**src/rtl/axis_width_packer_pkg.sv**
```systemverilog
// Shared helpers for the narrow-to-wide AXI-stream packer.
// Covers beats-per-word, counter and fill widths, and lane placement.
package axis_width_packer_pkg;

  // Input beats that make up one output word.
  function automatic int unsigned beats_per_word(input int unsigned in_w,
                                                 input int unsigned out_w);
    return out_w / in_w;
  endfunction

  // Lane counter width; at least one bit.
  function automatic int unsigned cnt_width(input int unsigned n);
    return (n < 2) ? 1 : $clog2(n);
  endfunction

  // Width able to hold a fill count of 0..n.
  function automatic int unsigned fill_width(input int unsigned n);
    return $clog2(n + 1);
  endfunction

  // Bit offset of the low end of lane `lane` inside the output word.
  function automatic int unsigned lane_lsb(input int unsigned lane,
                                           input int unsigned in_w,
                                           input int unsigned out_w,
                                           input bit          msb_first);
    return msb_first ? out_w - (lane + 1) * in_w : lane * in_w;
  endfunction

endpackage

```
**src/rtl/axis_width_packer_if.sv**
```systemverilog
// Stream bundle for axis_width_packer.
// slave: the packer's view; master: the view of whatever drives it.
// The last/fill sideband exists only with AXIS_WIDTH_PACKER_LAST_EN.
interface axis_width_packer_if
  import axis_width_packer_pkg::*;
#(
  parameter int unsigned INPUT_WIDTH  = 1,
  parameter int unsigned OUTPUT_WIDTH = 8
);
  localparam int unsigned Beats = beats_per_word(INPUT_WIDTH, OUTPUT_WIDTH);
  localparam int unsigned FillW = fill_width(Beats);

  logic                    s_valid_i;
  logic [INPUT_WIDTH-1:0]  s_data_i;
  logic                    s_ready_o;
  logic                    m_ready_i;
  logic                    m_valid_o;
  logic [OUTPUT_WIDTH-1:0] m_data_o;
`ifdef AXIS_WIDTH_PACKER_LAST_EN
  logic                    s_last_i;
  logic                    m_last_o;
  logic [FillW-1:0]        m_fill_o;
`endif

  modport slave (
    input  s_valid_i, s_data_i, m_ready_i,
`ifdef AXIS_WIDTH_PACKER_LAST_EN
    input  s_last_i,
    output m_last_o, m_fill_o,
`endif
    output s_ready_o, m_valid_o, m_data_o
  );

  modport master (
    output s_valid_i, s_data_i, m_ready_i,
`ifdef AXIS_WIDTH_PACKER_LAST_EN
    output s_last_i,
    input  m_last_o, m_fill_o,
`endif
    input  s_ready_o, m_valid_o, m_data_o
  );

endinterface

```
**src/rtl/axis_width_packer_lane_counter.sv**
```systemverilog
// Lane index for the packer: counts 0..N-1 on each accepted beat.
// Wraps after the terminal count, or early on a synchronous clear.
module axis_width_packer_lane_counter #(
  parameter int unsigned N    = 8,
  parameter int unsigned CntW = 3
) (
  input  logic            clk,
  input  logic            reset,
  input  logic            inc_i,
  input  logic            clr_i,
  output logic [CntW-1:0] cnt_o,
  output logic            tc_o
);

  logic [CntW-1:0] cnt_q, cnt_d;

  assign tc_o  = (cnt_q == CntW'(N - 1));
  assign cnt_o = cnt_q;

  // Advance on accept; return to lane 0 at the end of a word.
  always_comb begin
    cnt_d = cnt_q;
    if (inc_i) begin
      cnt_d = (tc_o || clr_i) ? '0 : cnt_q + CntW'(1);
    end
  end

  // Lane index register.
  always_ff @(posedge clk or posedge reset) begin
    if (reset) cnt_q <= '0;
    else       cnt_q <= cnt_d;
  end

endmodule

```
**src/rtl/axis_width_packer.sv**
```systemverilog
// Narrow-to-wide AXI-stream packer: N input beats become one output word.
// Double-buffered (accumulator + output register) so it takes one beat per
// cycle under continuous m_ready; s_ready is driven from a register only.
// Optional macro AXIS_WIDTH_PACKER_LAST_EN adds s_last/m_last/m_fill so a
// packet end can close a partial word early.
module axis_width_packer
  import axis_width_packer_pkg::*;
#(
  parameter int unsigned INPUT_WIDTH  = 1,
  parameter int unsigned OUTPUT_WIDTH = 8,
  parameter bit          MSB_FIRST    = 1'b1
) (
  input logic                clk,
  input logic                reset,
  axis_width_packer_if.slave bus
);

  localparam int unsigned Beats = beats_per_word(INPUT_WIDTH, OUTPUT_WIDTH);
  localparam int unsigned CntW  = cnt_width(Beats);

  logic [OUTPUT_WIDTH-1:0] acc_q, acc_d, out_q, out_d, merged;
  logic                    acc_full_q, acc_full_d, m_valid_q, m_valid_d;
  logic                    accept, out_free, beat_last, word_done, tc;
  logic                    move_acc, load_merged, park_merged;
  logic [CntW-1:0]         cnt;
  int unsigned             lane_idx;

  assign accept   = bus.s_valid_i && !acc_full_q;
  assign out_free = !m_valid_q || bus.m_ready_i;

`ifdef AXIS_WIDTH_PACKER_LAST_EN
  assign beat_last = bus.s_last_i;
`else
  assign beat_last = 1'b0;
`endif

  assign word_done   = accept && (tc || beat_last);
  // A parked word always has priority; no beat can arrive while it is parked.
  assign move_acc    = acc_full_q && out_free;
  assign load_merged = word_done && out_free;
  assign park_merged = word_done && !out_free;

  axis_width_packer_lane_counter #(
    .N    (Beats),
    .CntW (CntW)
  ) u_lane_counter (
    .clk   (clk),
    .reset (reset),
    .inc_i (accept),
    .clr_i (beat_last),
    .cnt_o (cnt),
    .tc_o  (tc)
  );

  assign lane_idx = 32'(cnt);

  // Drop the incoming beat into its lane; unfilled lanes of acc are zero.
  always_comb begin
    merged = acc_q | (OUTPUT_WIDTH'(bus.s_data_i)
                      << lane_lsb(lane_idx, INPUT_WIDTH, OUTPUT_WIDTH, MSB_FIRST));
  end

  // Next-state for accumulator, parked flag and output register.
  always_comb begin
    acc_d      = acc_q;
    out_d      = out_q;
    acc_full_d = acc_full_q;
    m_valid_d  = m_valid_q;
    if (m_valid_q && bus.m_ready_i) m_valid_d = 1'b0;
    if (move_acc) begin
      out_d      = acc_q;
      m_valid_d  = 1'b1;
      acc_d      = '0;
      acc_full_d = 1'b0;
    end else if (load_merged) begin
      out_d     = merged;
      m_valid_d = 1'b1;
      acc_d     = '0;
    end else if (park_merged) begin
      acc_d      = merged;
      acc_full_d = 1'b1;
    end else if (accept) begin
      acc_d = merged;
    end
  end

  // Datapath and handshake registers.
  always_ff @(posedge clk or posedge reset) begin
    if (reset) begin
      acc_q      <= '0;
      out_q      <= '0;
      acc_full_q <= 1'b0;
      m_valid_q  <= 1'b0;
    end else begin
      acc_q      <= acc_d;
      out_q      <= out_d;
      acc_full_q <= acc_full_d;
      m_valid_q  <= m_valid_d;
    end
  end

  assign bus.s_ready_o = !acc_full_q;
  assign bus.m_valid_o = m_valid_q;
  assign bus.m_data_o  = out_q;

`ifdef AXIS_WIDTH_PACKER_LAST_EN
  localparam int unsigned FillW = fill_width(Beats);

  logic             acc_last_q, m_last_q;
  logic [FillW-1:0] acc_fill_q, m_fill_q, beat_fill;

  // Beats in the closing word: a full word closes at lane N-1, so this is N.
  assign beat_fill = FillW'(cnt) + FillW'(1);

  // Sideband follows the word through the same acc/out stages.
  always_ff @(posedge clk or posedge reset) begin
    if (reset) begin
      acc_last_q <= 1'b0;
      acc_fill_q <= '0;
      m_last_q   <= 1'b0;
      m_fill_q   <= '0;
    end else if (move_acc) begin
      m_last_q   <= acc_last_q;
      m_fill_q   <= acc_fill_q;
      acc_last_q <= 1'b0;
      acc_fill_q <= '0;
    end else if (load_merged) begin
      m_last_q <= beat_last;
      m_fill_q <= beat_fill;
    end else if (park_merged) begin
      acc_last_q <= beat_last;
      acc_fill_q <= beat_fill;
    end
  end

  assign bus.m_last_o = m_last_q;
  assign bus.m_fill_o = m_fill_q;
`endif

endmodule

```
**src/flat_wrapper.sv**
```systemverilog
// flat-port wrapper written by rule: the top's interface ports become plain ports
module axis_width_packer_flat import axis_width_packer_pkg::*;
#(
  parameter int unsigned INPUT_WIDTH  = 1,
  parameter int unsigned OUTPUT_WIDTH = 8,
  parameter bit          MSB_FIRST    = 1'b1
)
  (clk, reset, bus_s_valid_i, bus_s_data_i, bus_m_ready_i, bus_s_ready_o, bus_m_valid_o, bus_m_data_o);
  axis_width_packer_if #(.INPUT_WIDTH(INPUT_WIDTH), .OUTPUT_WIDTH(OUTPUT_WIDTH)) bus_i ();
  input logic clk;
  input logic reset;
  input wire logic [$bits(bus_i.s_valid_i)-1:0] bus_s_valid_i;
  input wire logic [$bits(bus_i.s_data_i)-1:0] bus_s_data_i;
  input wire logic [$bits(bus_i.m_ready_i)-1:0] bus_m_ready_i;
  output wire logic [$bits(bus_i.s_ready_o)-1:0] bus_s_ready_o;
  output wire logic [$bits(bus_i.m_valid_o)-1:0] bus_m_valid_o;
  output wire logic [$bits(bus_i.m_data_o)-1:0] bus_m_data_o;
  assign bus_i.s_valid_i = bus_s_valid_i;
  assign bus_i.s_data_i = bus_s_data_i;
  assign bus_i.m_ready_i = bus_m_ready_i;
  assign bus_s_ready_o = bus_i.s_ready_o;
  assign bus_m_valid_o = bus_i.m_valid_o;
  assign bus_m_data_o = bus_i.m_data_o;
  axis_width_packer #(.INPUT_WIDTH(INPUT_WIDTH), .OUTPUT_WIDTH(OUTPUT_WIDTH), .MSB_FIRST(MSB_FIRST)) u_core (.clk(clk), .reset(reset), .bus(bus_i));
endmodule
```
**config.mk**
```make
export PLATFORM = sky130hd
export DESIGN_NAME = axis_width_packer_flat
export DESIGN_NICKNAME = d
export VERILOG_FILES = /design/src/rtl/axis_width_packer_pkg.sv /design/src/rtl/axis_width_packer_if.sv /design/src/rtl/axis_width_packer_lane_counter.sv /design/src/rtl/axis_width_packer.sv /design/src/flat_wrapper.sv
export SDC_FILE = /design/constraint.sdc
export NUM_CORES = 1
export LEC_CHECK = 0
export CAP_MARGIN = 20
export CELL_PAD_IN_SITES_DETAIL_PLACEMENT = 0
export CELL_PAD_IN_SITES_GLOBAL_PLACEMENT = 1
export CORE_AREA = 5 5 56 58
export DETAILED_ROUTE_END_ITERATION = 6
export DIE_AREA = 0 0 61 63
export GPL_TIMING_DRIVEN = 0
export PLACE_DENSITY_LB_ADDON = 0.1
export SKIP_LAST_GASP = 1
export SYNTH_ARGS = -nofsm -noshare
export SYNTH_HDL_FRONTEND = slang
export SYNTH_SLANG_ARGS = --single-unit
```
**constraint.sdc**
```tcl
create_clock -name clk -period 2.25 [get_ports clk]
set_clock_uncertainty 0.15 [all_clocks]
set_input_delay 0.5625 -clock clk [delete_from_list [all_inputs] [get_ports clk]]
set_output_delay 0.5625 -clock clk [all_outputs]
set_load 0.03 [all_outputs]
```
Yosys cells after proc, flatten, opt, wreduce, memory -nomap -nowiden
Index checks and enable logic that the tools add are counted.
{"block": "classes", "add_sub_neg": 3, "n_eq_ne": 2, "shift": 1, "mux": 13, "bitwise_logic": 1, "n_reduce_logical": 15}
{"operator": "2-to-1 mux 8 bit", "count": 6}
{"operator": "left shift 1 x 32 -> 8 bit", "count": 1}
{"operator": "subtractor 4 x 32 -> 32 bit, first input constant", "count": 1}
{"operator": "bitwise OR 8 bit", "count": 1}
{"operator": "logical AND 1 bit", "count": 6}
{"operator": "2-to-1 mux 1 bit", "count": 6}
{"operator": "adder 3 x 1 -> 4 bit, second input constant", "count": 1}
{"operator": "nonzero test 2 bit", "count": 2}
{"operator": "nonzero test 4 bit", "count": 1}
{"operator": "adder 3 x 1 -> 3 bit, second input constant", "count": 1}
{"operator": "equality test 3 bit, second input constant", "count": 1}
{"operator": "logical NOT 1 bit", "count": 3}
{"operator": "2-to-1 mux 3 bit", "count": 1}
{"operator": "nonzero test 3 bit", "count": 1}
{"operator": "inequality test 2 x 1 -> 1 bit, second input constant", "count": 1}
{"operator": "AND reduction 2 bit", "count": 1}
{"operator": "logical OR 1 bit", "count": 1}
{"block": "totals", "regBits": 21, "inputBits": 5, "output_inout_bits": 10, "elab_cells": 40}

Depth between registers and ports, before layout
{"block": "depth", "ltp_word": 8, "ltp_mapped": 7, "ltp_nobuf": 6}

By module
From an unflattened synthesis, not the netlist that was laid out.
{"block": "hier_totals", "hier_cells": 109, "hier_area_um2": 1123.6}
{"mod": "axis_width_packer", "instances": 1, "cells_per_inst": 94, "area_each_um2": 968.4, "seq_area_each_um2": 450.4}
{"mod": "axis_width_packer_lane_counter", "instances": 1, "cells_per_inst": 15, "area_each_um2": 155.1, "seq_area_each_um2": 75.1}

Least setup slack after synthesis
OpenSTA, ideal clock, no wires.
{"block": "synth_timing", "kind": "flip-flop to flip-flop", "from": "reg u_core.u_lane_counter.cnt_q[0], in the netlist u_core.u_lane_counter.cnt_o[0]", "to": "reg u_core.out_q[0], in the netlist u_core.bus.m_data_o[0]", "setup_ns": 0.073, "arrival_time_ns": 1.736, "t_required_ns": 2.027, "slack_ns": 0.291, "path_stages_with_launch": 7, "n_path_buf": 0, "synth_period_minus_slack_ns": 1.959, "cell_sequence": "dfrtp_1 > ha_1 > ha_1 > nand3b_1 > a211oi_4 > a21oi_1 > a21oi_2"}
{"block": "synth_via", "elab_chain_cells": 6, "elab_cells_between_ends": 10, "classes_between": "2 x add/sub; 1 x eq/ne; 1 x shift; 2 x mux; 1 x bitwise; 3 x reduce/logical"}
{"item": "start, declared", "line": "axis_width_packer_lane_counter.sv:15", "rtl": "logic [CntW-1:0] cnt_q, cnt_d;"}
{"item": "start signal, assigned", "line": "axis_width_packer_lane_counter.sv:31", "rtl": "else cnt_q <= cnt_d;"}
{"item": "adder 3 x 1 -> 4 bit", "line": "axis_width_packer_pkg.sv:26", "rtl": "return msb_first ? out_w - (lane + 1) * in_w : lane * in_w;"}
{"item": "subtractor 4 x 32 -> 32 bit", "line": "axis_width_packer_pkg.sv:26"}
{"item": "left shift 1 x 32 -> 8 bit", "line": "axis_width_packer.sv:59", "rtl": "merged = acc_q | (OUTPUT_WIDTH'(bus.s_data_i)"}
{"item": "bitwise OR 8 bit", "line": "axis_width_packer.sv:59"}
{"item": "2-to-1 mux 8 bit", "line": "axis_width_packer.sv:75", "rtl": "end else if (load_merged) begin"}
{"item": "2-to-1 mux 8 bit", "line": "axis_width_packer.sv:70", "rtl": "if (move_acc) begin"}
{"item": "end signal, assigned", "line": "axis_width_packer.sv:96", "rtl": "out_q <= out_d;"}
{"item": "end, declared", "line": "axis_width_packer.sv:21", "rtl": "logic [OUTPUT_WIDTH-1:0] acc_q, acc_d, out_q, out_d, merged;"}
Several ways; a longest one is shown, not always the timed one. The select of a mux whose other input is x is not followed.
A chain may end at the register's enable or synchronous reset.

Worst setup path after layout
{"block": "layout_timing", "from": "reg u_core.m_valid_q, in the netlist u_core.bus.m_valid_o", "to": "out bus_m_valid_o"}
{"item": "start, declared", "line": "axis_width_packer.sv:22", "rtl": "logic acc_full_q, acc_full_d, m_valid_q, m_valid_d;"}
{"item": "start signal, assigned", "line": "axis_width_packer.sv:98", "rtl": "m_valid_q <= m_valid_d;"}
{"item": "end, declared", "line": "flat_wrapper.sv:16", "rtl": "output wire logic [$bits(bus_i.m_valid_o)-1:0] bus_m_valid_o;"}
No word-level cell between the ends.

==> results.txt <==
first-pass GRT wire length = 3436 um
cell-internal power = 0.001035 W
asr flop ratio synth = 100.0%
FF+latch area = 526.8 sq um
clk sinks = 21
H-tree depth = 1
max_slew headroom = 46.71%
Yosys top cell by area = dfrtp_1
P&R area growth vs syn = 21.87%
NetSw = 0.0008769 W
Pre-Repair DR Iteration Count = 4
Worst VDD drop = 0.0007124 V
# diodes = 0
Root Buffer = clkbuf_4
Worst Path Buf+Inv = 1
DP HPWL = 1397 um
Critical Path RT = 1.54 ns
grt ovf = 0
fill count = 280
number of CTS-inserted buffers = 3
Fin. Hold Viols = 0
CP Launch Type = flop
setup tns final = 0 ns
drt total wl = 1987 um
Area after DPL = 1140 sq um
# hold bufs at CTS = 0
initial antenna violation count = 0
Mapped Area = 960.9 sq um
syn_area_per_cell = 9.906 sq um
share of the synthesized area in the top cell type = 54.69%
most common cell in the netlist = a21oi_1
Worst-path clk slew = 0.12 ns
synthesis-stage register bit count = 21
top cell family by delay on the critical path = buffers and inverters
multi-input logic area = 415.4 sq um
vias in the first global route = 781
die outline area = 3843 sq um
Initial Util = 36.75%
largest net degree at the start of global routing = 22
slowest CP cell = clkdlybuf4s50_1
setup repair bufs after CTS = 0
yosys warns = 0
Longest Clk Path Bufs = 2
EDFF count, synth = 0
max-cap violations = 0
WP data arrival = 1.41 ns
Final Net Count = 123
Vias = 710
GRT Util Overall = 12.03%
status = complete, no violations
top-level port count = 15
Avg WL per Cell = 13.61 um
kind of critical path = flop to output pin
Worst-Skew Late Latency = 0.31 ns
combinational share of power = 55.4%
top post-synthesis cells by count = a21oi_1 (26), dfrtp_1 (21), nor2_1 (20)
Period minus WS final = 2.126 ns
sequential area share after synthesis = 54.69%
die width = 61 um
Residual DRC = 0
Static Leak = 0.5154 nW
main flop type after synthesis = dfrtp_1
final worst-path cycle share = 94.47%
Area contributors post-synth = dfrtp_1 (55%), a21oi_1 (14%), nor2_1 (7.8%)
PwrDens = 1632 nW/um^2
routability cong. = 0.6863
share of layout cells above drive strength 1 = 13.91%
Rows = 19
worst stage delay on the critical path = 0.69 ns
Placement Setup Slack = 0.1089 ns
crit-path cells = clkdlybuf4s50_1
Final setup viols = 0
clock share of power = 10.0%
Reg power frac = 34.6%
Initial DRC Count = 10
final instance area = 1171 sq um
fin util = 44.78%
Net Sw Frac = 45.88%
post-route ant nets = 0
Synth Net Count = 104
Max Clk Rate = 470.5 MHz
pins over their slew limit = 0
core box area = 2615 sq um
DR vias/cell = 4.863
Mapped Cells = 97
CTS tree = built
CP endpoint kind = output pin
Port Buffers = 14
class of the worst hold path = flop to flop
RSZ-0062 raised after global routing = no
measured slew at the worst slew-check pin = 0.7985 ns
crit-path max FO = 4
chip height = 63 um
worst hold slack = 0.3584 ns
setup ws final = 0.1245 ns
distinct cell type count after synthesis = 21
## cell type report
| class | instances | share of cell area (%) |
|---|---|---|
| clock buffers | 3 | 1.923 |
| multi-input cells | 71 | 35.47 |
| flip-flops and latches | 21 | 44.98 |
| repair buffers | 14 | 11.86 |
| inverters | 3 | 0.9615 |
| plain buffers | 2 | 1.068 |
| clock inverters | 1 | 0.4274 |
| well taps | 31 | 3.312 |
## layer usage
metal | up-vias | part of all wire, % | global-route usage (%) | routed length, um
li1 | 367 | - | - | -
met1 | 328 | 46 | 15.38 | 922
met2 | 13 | 48 | 18.98 | 949
met3 | 2 | 4.9 | 2.273 | 97
met4 | 0 | 0.86 | 5.691 | 17
met5 | - | 0 | 0 | 0
## cell families after synthesis
group	synth area share [%]
AO/OA/AOI/OAI	19.92
adder cells (fa/ha/maj)	2.604
XOR/XNOR	1.823
buffers and inverters	2.474
AND/OR/NAND/NOR	16.15
multiplexers	2.344
flip-flops	54.69
## final timing paths
check,slack (ns),cells after the start,startpoint,endpoint
max,0.12,1,u_core.bus.m_valid_o,bus_m_valid_o
min,0.36,2,u_core.acc_q[6],u_core.acc_q[6]
max reg2reg,0.13,6,u_core.u_lane_counter.cnt_o[0],u_core.bus.m_data_o[0]
min reg2reg,0.36,2,u_core.acc_q[6],u_core.acc_q[6]
max in group asynchronous,0.88,2,reset,u_core.u_lane_counter.cnt_o[0]
min in group asynchronous,0.53,2,reset,u_core.u_lane_counter.cnt_o[2]
## worst min-delay path, cell delays in order, from the launching register on
cell	delay, ns
dfrtp_1	0.37
a21oi_1	0.04
nor2_1	0.07
## power groups by stage
| stage | clock network [W] | logic, W | registers [W] |
|---|---|---|---|
| 2_1_floorplan | 0 | 0.000579 | 0.000813 |
| 3_3_place_gp | 0 | 0.00104 | 0.000664 |
| 3_5_place_dp | 0 | 0.00105 | 0.000672 |
| 4_1_cts | 0.000201 | 0.00106 | 0.000663 |
| 5_1_grt | 0.000215 | 0.00116 | 0.000694 |
| 6_report | 0.000190 | 0.00106 | 0.000662 |
## state kept, by name, indices dropped and copies added, names as in the netlist
register	cells
u_core.u_lane_counter.cnt_o	3
u_core.bus.m_data_o	8
u_core.acc_full_q	1
u_core.acc_q	8
u_core.bus.m_valid_o	1
## layout by cell type, fill, tap and decap left out
cell,n
nand3_1,1
dfrtp_2,1
and3b_1,1
nand2_1,5
dlygate4sd2_1,1
clkinv_2,1
dfrtp_1,20
mux2_2,2
ha_1,2
nor3_2,2
clkbuf_4,3
nor2_1,20
o21ai_0,1
buf_4,1
nand3b_1,1
nor3b_1,1
xor2_1,1
clkdlybuf4s50_1,13
inv_1,3
buf_2,1
nand2b_1,2
a211oi_4,1
a21oi_1,25
xnor2_1,1
a21oi_2,4
a21bo_1,1
## what timing repair did
item,CTS,global route
setup endpoints to repair,1,4
gates resized for setup,1,2
pin swaps,0,0
## through the flow
step,total power [W],cells
2_1_floorplan,0.001392,97
3_3_place_gp,0.001706,142
3_5_place_dp,0.001721,142
4_1_cts,0.001921,146
5_1_grt,0.002071,146
6_report,0.001911,146
(Power assumes the default switching activity.)
